## src/rtl/multicycle_controller_if.sv

```systemverilog
// Control bundle between the multi-cycle RV32I sequencer and its datapath.
// The controller takes the master side; the datapath takes the slave side.
interface multicycle_controller_if;
   logic [6:0] op;
   logic       zero;
   logic       mem_ready;
   logic       PCWrite;
   logic       AdrSrc;
   logic       IRWrite;
   logic       MemWrite;
   logic       RegWrite;
   logic [1:0] ResultSrc;
   logic [1:0] ALUSrcA;
   logic [1:0] ALUSrcB;
   logic [1:0] ALUOp;
   logic [1:0] ImmSrc;
   logic       illegal;

   modport master (
      input  op, zero, mem_ready,
      output PCWrite, AdrSrc, IRWrite, MemWrite, RegWrite,
      output ResultSrc, ALUSrcA, ALUSrcB, ALUOp, ImmSrc, illegal
   );

   modport slave (
      output op, zero, mem_ready,
      input  PCWrite, AdrSrc, IRWrite, MemWrite, RegWrite,
      input  ResultSrc, ALUSrcA, ALUSrcB, ALUOp, ImmSrc, illegal
   );
endinterface

```

## src/rtl/multicycle_controller.sv

```systemverilog
// Sequencing FSM for the multi-cycle RV32I core: walks each instruction through
// fetch/decode/execute/memory/writeback and counts retired instructions.
module multicycle_controller #(
   parameter int CNT_W = 32
) (
   input  logic                   clk,
   input  logic                   rst,
   multicycle_controller_if.master ctl,
   output logic [3:0]             state,
   output logic [CNT_W-1:0]       instret
);

   typedef enum logic [3:0] {
      S_FETCH    = 4'd0,
      S_DECODE   = 4'd1,
      S_MEMADR   = 4'd2,
      S_MEMREAD  = 4'd3,
      S_MEMWB    = 4'd4,
      S_MEMWRITE = 4'd5,
      S_EXECR    = 4'd6,
      S_EXECI    = 4'd7,
      S_ALUWB    = 4'd8,
      S_BEQ      = 4'd9,
      S_JAL      = 4'd10,
      S_ILLEGAL  = 4'd11
   } state_t;

   localparam logic [6:0] OP_LOAD   = 7'b0000011;
   localparam logic [6:0] OP_STORE  = 7'b0100011;
   localparam logic [6:0] OP_RTYPE  = 7'b0110011;
   localparam logic [6:0] OP_ITYPE  = 7'b0010011;
   localparam logic [6:0] OP_BRANCH = 7'b1100011;
   localparam logic [6:0] OP_JAL    = 7'b1101111;

   state_t state_q;
   state_t state_d;
   logic   retire;

   always_ff @(posedge clk) begin
      // NOTE: non-blocking assignments keep every register updating from pre-edge values.
      if (rst) begin
         state_q <= S_FETCH;
         instret <= '0;
      end else begin
         state_q <= state_d;
         if (retire) instret <= instret + CNT_W'(1);
      end
   end

   assign state = state_q;

   always_comb begin
      // NOTE: every output gets a default first so no path through the case infers a latch.
      state_d       = S_FETCH;
      retire        = 1'b0;
      ctl.PCWrite   = 1'b0;
      ctl.AdrSrc    = 1'b0;
      ctl.IRWrite   = 1'b0;
      ctl.MemWrite  = 1'b0;
      ctl.RegWrite  = 1'b0;
      ctl.illegal   = 1'b0;
      ctl.ResultSrc = 2'b00;
      ctl.ALUSrcA   = 2'b00;
      ctl.ALUSrcB   = 2'b00;
      ctl.ALUOp     = 2'b00;

      case (state_q)
         S_FETCH: begin
            ctl.ALUSrcB   = 2'b10;
            ctl.ResultSrc = 2'b10;
            ctl.IRWrite   = ctl.mem_ready;
            ctl.PCWrite   = ctl.mem_ready;
            state_d       = ctl.mem_ready ? S_DECODE : S_FETCH;
         end
         S_DECODE: begin
            // Precompute branch/jump target from OldPC + imm into ALUOut.
            ctl.ALUSrcA = 2'b01;
            ctl.ALUSrcB = 2'b01;
            case (ctl.op)
               OP_LOAD, OP_STORE: state_d = S_MEMADR;
               OP_RTYPE:          state_d = S_EXECR;
               OP_ITYPE:          state_d = S_EXECI;
               OP_BRANCH:         state_d = S_BEQ;
               OP_JAL:            state_d = S_JAL;
               default:           state_d = S_ILLEGAL;
            endcase
         end
         S_MEMADR: begin
            ctl.ALUSrcA = 2'b10;
            ctl.ALUSrcB = 2'b01;
            state_d     = (ctl.op == OP_LOAD) ? S_MEMREAD : S_MEMWRITE;
         end
         S_MEMREAD: begin
            ctl.AdrSrc = 1'b1;
            state_d    = ctl.mem_ready ? S_MEMWB : S_MEMREAD;
         end
         S_MEMWB: begin
            ctl.ResultSrc = 2'b01;
            ctl.RegWrite  = 1'b1;
            retire        = 1'b1;
         end
         S_MEMWRITE: begin
            ctl.AdrSrc   = 1'b1;
            ctl.MemWrite = 1'b1;
            retire       = ctl.mem_ready;
            state_d      = ctl.mem_ready ? S_FETCH : S_MEMWRITE;
         end
         S_EXECR: begin
            ctl.ALUSrcA = 2'b10;
            ctl.ALUOp   = 2'b10;
            state_d     = S_ALUWB;
         end
         S_EXECI: begin
            ctl.ALUSrcA = 2'b10;
            ctl.ALUSrcB = 2'b01;
            ctl.ALUOp   = 2'b10;
            state_d     = S_ALUWB;
         end
         S_ALUWB: begin
            ctl.RegWrite = 1'b1;
            retire       = 1'b1;
         end
         S_BEQ: begin
            ctl.ALUSrcA = 2'b10;
            ctl.ALUOp   = 2'b01;
            ctl.PCWrite = ctl.zero;
            retire      = 1'b1;
         end
         S_JAL: begin
            ctl.ALUSrcA = 2'b01;
            ctl.ALUSrcB = 2'b10;
            ctl.PCWrite = 1'b1;
            state_d     = S_ALUWB;
         end
         S_ILLEGAL: ctl.illegal = 1'b1;
         default:   state_d = S_FETCH;
      endcase

      // Reset abandons the current instruction: no strobes, FETCH selects.
      if (rst) begin
         retire        = 1'b0;
         ctl.PCWrite   = 1'b0;
         ctl.IRWrite   = 1'b0;
         ctl.MemWrite  = 1'b0;
         ctl.RegWrite  = 1'b0;
         ctl.illegal   = 1'b0;
         ctl.AdrSrc    = 1'b0;
         ctl.ALUSrcA   = 2'b00;
         ctl.ALUSrcB   = 2'b10;
         ctl.ALUOp     = 2'b00;
         ctl.ResultSrc = 2'b10;
      end
   end

   always_comb begin
      case (ctl.op)
         OP_STORE:  ctl.ImmSrc = 2'b01;
         OP_BRANCH: ctl.ImmSrc = 2'b10;
         OP_JAL:    ctl.ImmSrc = 2'b11;
         default:   ctl.ImmSrc = 2'b00;
      endcase
   end

endmodule

```

## src/flat_wrapper.sv

```systemverilog
// flat-port wrapper written by rule: the top's interface ports become plain ports
module multicycle_controller_flat 
#(
   parameter int CNT_W = 32
)
  (clk, rst, state, instret, ctl_op, ctl_zero, ctl_mem_ready, ctl_PCWrite, ctl_AdrSrc, ctl_IRWrite, ctl_MemWrite, ctl_RegWrite, ctl_ResultSrc, ctl_ALUSrcA, ctl_ALUSrcB, ctl_ALUOp, ctl_ImmSrc, ctl_illegal);
  multicycle_controller_if ctl_i ();
  input  logic clk;
  input  logic rst;
  output logic [3:0] state;
  output logic [CNT_W-1:0] instret;
  input wire logic [$bits(ctl_i.op)-1:0] ctl_op;
  input wire logic [$bits(ctl_i.zero)-1:0] ctl_zero;
  input wire logic [$bits(ctl_i.mem_ready)-1:0] ctl_mem_ready;
  output wire logic [$bits(ctl_i.PCWrite)-1:0] ctl_PCWrite;
  output wire logic [$bits(ctl_i.AdrSrc)-1:0] ctl_AdrSrc;
  output wire logic [$bits(ctl_i.IRWrite)-1:0] ctl_IRWrite;
  output wire logic [$bits(ctl_i.MemWrite)-1:0] ctl_MemWrite;
  output wire logic [$bits(ctl_i.RegWrite)-1:0] ctl_RegWrite;
  output wire logic [$bits(ctl_i.ResultSrc)-1:0] ctl_ResultSrc;
  output wire logic [$bits(ctl_i.ALUSrcA)-1:0] ctl_ALUSrcA;
  output wire logic [$bits(ctl_i.ALUSrcB)-1:0] ctl_ALUSrcB;
  output wire logic [$bits(ctl_i.ALUOp)-1:0] ctl_ALUOp;
  output wire logic [$bits(ctl_i.ImmSrc)-1:0] ctl_ImmSrc;
  output wire logic [$bits(ctl_i.illegal)-1:0] ctl_illegal;
  assign ctl_i.op = ctl_op;
  assign ctl_i.zero = ctl_zero;
  assign ctl_i.mem_ready = ctl_mem_ready;
  assign ctl_PCWrite = ctl_i.PCWrite;
  assign ctl_AdrSrc = ctl_i.AdrSrc;
  assign ctl_IRWrite = ctl_i.IRWrite;
  assign ctl_MemWrite = ctl_i.MemWrite;
  assign ctl_RegWrite = ctl_i.RegWrite;
  assign ctl_ResultSrc = ctl_i.ResultSrc;
  assign ctl_ALUSrcA = ctl_i.ALUSrcA;
  assign ctl_ALUSrcB = ctl_i.ALUSrcB;
  assign ctl_ALUOp = ctl_i.ALUOp;
  assign ctl_ImmSrc = ctl_i.ImmSrc;
  assign ctl_illegal = ctl_i.illegal;
  multicycle_controller #(.CNT_W(CNT_W)) u_core (.clk(clk), .rst(rst), .ctl(ctl_i), .state(state), .instret(instret));
endmodule
```

## config.mk

```make
export PLATFORM = sky130hd
export DESIGN_NAME = multicycle_controller_flat
export DESIGN_NICKNAME = d
export VERILOG_FILES = /design/src/rtl/multicycle_controller_if.sv /design/src/rtl/multicycle_controller.sv /design/src/flat_wrapper.sv
export SDC_FILE = /design/constraint.sdc
export NUM_CORES = 1
export LEC_CHECK = 0
export BUFFER_PORTS_ARGS = -buffer_cell sky130_fd_sc_hd__buf_2
export CORE_MARGIN = 10
export CORE_UTILIZATION = 35
export CTS_CLUSTER_DIAMETER = 60
export DETAILED_ROUTE_END_ITERATION = 10
export PLACE_DENSITY_LB_ADDON = 0.2
export REMOVE_ABC_BUFFERS = 1
export SLEW_MARGIN = 5
export SYNTH_ARGS = -nofsm -noshare
export SYNTH_HDL_FRONTEND = slang
export SYNTH_SLANG_ARGS = --single-unit
```

## constraint.sdc

```tcl
create_clock -name clk -period 3.37 [get_ports clk]
set_input_delay 0.337 -clock clk [delete_from_list [all_inputs] [get_ports clk]]
set_output_delay 0.337 -clock clk [all_outputs]
set_load 0.01 [all_outputs]
```

==> results_dict.tcl <==
set metrics [dict create \
    cp-end-kind "flop" \
    core_area_um2 5990 \
    drive_above_1_share 0.275 \
    whs_path_depth 4 \
    fin_cells 409 \
    yosys_warnings 0 \
    power_mw 1.07 \
    r2r_end "u_core.instret[25]" \
    wl_per_cell_um 14.7 \
    die_area_um2 9820 \
    cts_resized 0 \
    cts_max_level 2 \
    whs_endpoint "u_core.state[1]" \
    yosysMostFrequentCell "nor2_1" \
    antenna_left 0 \
    placedCellCount 401 \
    grt_use_total 0.118 \
    hold_path.startpoint "ctl_op[4]" \
    port-buffer-count 62 \
    grt_pass1_wl_mm 9.94 \
    clock_latency_ps 290 \
    drt-pass1-iter-count 4 \
    synth-seq-area-share 0.329 \
    yosys-top-cells-count "nor2_1, dfxtp_1, nand2_1, nor3_1, xnor2_1" \
    rr_startpoint "u_core.state[2]" \
    postCtsSetupBuffers 0 \
    swShare 0.337 \
    p_clk_frac 0.303 \
    place_congestion 0.819 \
    cts_max_path_buffers 2 \
    fin_nets 345 \
    syn_area_per_cell_um2 7.94 \
    slew_violations 0 \
    setup_viol 0 \
    cts.reportedPaths.clkPinSlew_ps 80 \
    tns_ps 0 \
    synth_ff_type "dfxtp_1" \
    grt_max_degree 35 \
    power_leakage_nw 1.08 \
    required_ps 3590 \
    cts_buffers 5 \
    cts.sinks 36 \
    std_cell_rows 28 \
    fp.dieW_um 99.1 \
    synth_top_area_share 0.329 \
    root_buffer "clkbuf_8" \
    status "finished clean" \
    yosys.area_share.simple 0.405 \
    muxShareOfSynthArea 0.0251 \
    ctsHoldBuffers 0 \
    overflow 0 \
    p_switching_uw 360 \
    synthCells 276 \
    fin_util 0.439 \
    start_kind "flop" \
    ys_seq_elements 36 \
    power_density_nw_per_um2 405 \
    via_count 2158 \
    r2r_cells 5 \
    hold_viol_final 0 \
    fin_skew_ps 9.23 \
    post-route-drc-count 0 \
    hold_path.class "input port to flop" \
    peakVddDrop_mv 0.205 \
    async_reset_ff_frac 0 \
    grt_pass1_vias 2014 \
    internal-power_uw 706 \
    synth_area_leader_cell "dfxtp_1" \
    antenna_found_initial 0 \
    synth_xor_area_frac 0.0760 \
    worst-setup-path-type "flop to flop" \
    slew_headroom 0.572 \
    start_util 0.366 \
    chipHeight_um 99.1 \
    wl_mm 6.00 \
    fmax_ghz 0.423 \
    worstPathMaxFanout 17 \
    first_iter_violations 130 \
    seqPwrFrac 0.451 \
    worst_slew_pin_slew_ps 637 \
    drv_cap 0 \
    synthAdderAreaFrac 0.00571 \
    vias_per_cell 5.28 \
    synth_edf_count 0 \
    layout_min_cycle_time_ps 2360 \
    fin_crit_sh 0.701 \
    synth_compound_area_frac 0.120 \
    synth_top_family_by_area "simple AND/OR/NAND/NOR gates" \
    dp_hpwl_mm 4.47 \
    reg2reg_slack_ps 1010 \
    rsz0062_at_grt "false" \
    synth_cell_types 54 \
    diodes 0 \
    syn-cell-area_um2 2190 \
    cts_tree "yes" \
    arrival_ps 2580 \
    io_pins 63 \
    pwr-share-comb 0.246 \
    synth.area.top_cells "dfxtp_1, nor2_1, xnor2_1, nand2_1, nor3_1" \
    syn_to_final_growth_pct 20.1 \
    whs_ps 402 \
]
[worst max path at each step]
stage	startpoint	end	slack, ps	cells after the start
3_3_place_gp	u_core.state[2]	u_core.instret[14]	1110	5
2_1_floorplan	u_core.state[2]	u_core.instret[17]	1210	5
3_5_place_dp	u_core.state[2]	u_core.instret[25]	1050	5
4_1_cts	u_core.state[2]	u_core.instret[17]	1020	5
5_1_grt	u_core.state[2]	u_core.instret[14]	730	5
6_report	u_core.state[2]	u_core.instret[25]	1010	5
[stage by stage]
| step | cell area (um^2) | setup slack, ps |
|---|---|---|
| 2_1_floorplan | 2120 | 1210 |
| 3_3_place_gp | 2540 | 1110 |
| 3_5_place_dp | 2540 | 1050 |
| 4_1_cts | 2630 | 1020 |
| 5_1_grt | 2630 | 725 |
| 6_report | 2630 | 1010 |
[cell type report]
type	instances	area [um^2]
flip-flops and latches	36	721
multi-input cells	222	1380
inverters	4	15.0
well taps	75	93.8
fillers	645	3360
clock inverters	2	10.0
repair buffers	64	325
clock buffers	6	82.6
[registers in the layout, summed over array words and instances, names as in the netlist]
register and cells:
u_core.state 4, u_core.instret 32
[power groups by stage]
stage | logic [mW] | registers [mW] | clock network [mW]
2_1_floorplan | 0.152 | 0.498 | 0
3_3_place_gp | 0.262 | 0.489 | 0
3_5_place_dp | 0.262 | 0.490 | 0
4_1_cts | 0.263 | 0.480 | 0.332
5_1_grt | 0.297 | 0.485 | 0.350
6_report | 0.262 | 0.481 | 0.323
[worst max-delay path: stages (launching register included)]
cell      delay [ps]
dfxtp_1          680
nand2b_2         170
o21a_2           350
or4b_4           610
or3_1            330
a21oi_1          150
[layer usage]
layer | wire, um | global-route usage
met1 | 2820 | 0.148
met5 | 0 | 0
met3 | 320 | 0.0346
met4 | 21 | 0.0331
met2 | 2840 | 0.192
[layout by cell type, fill, tap and decap left out, drive strengths merged, types with 4 or more instances in the layout]
cell,instances
buf,64
nor2,38
dfxtp,36
nand2,22
nor3,14
xnor2,14
a21oi,13
o21ai,12
nor4,11
nand4,10
nor2b,9
nand3,8
nand2b,8
or4,7
clkbuf,6
and3,6
xor2,5
inv,4
or2,4
o31ai,4
mux2,4
[kinds of logic after synthesis]
kind of cell / after synthesis
buffers and inverters: 18
muxes: 5
xor gates and xnor gates: 19
and+or+nand+nor: 155
AOI/OAI and AO/OA: 42
adders and majority gates: 1
DFF: 36
Power figures use the tool's default switching activity.
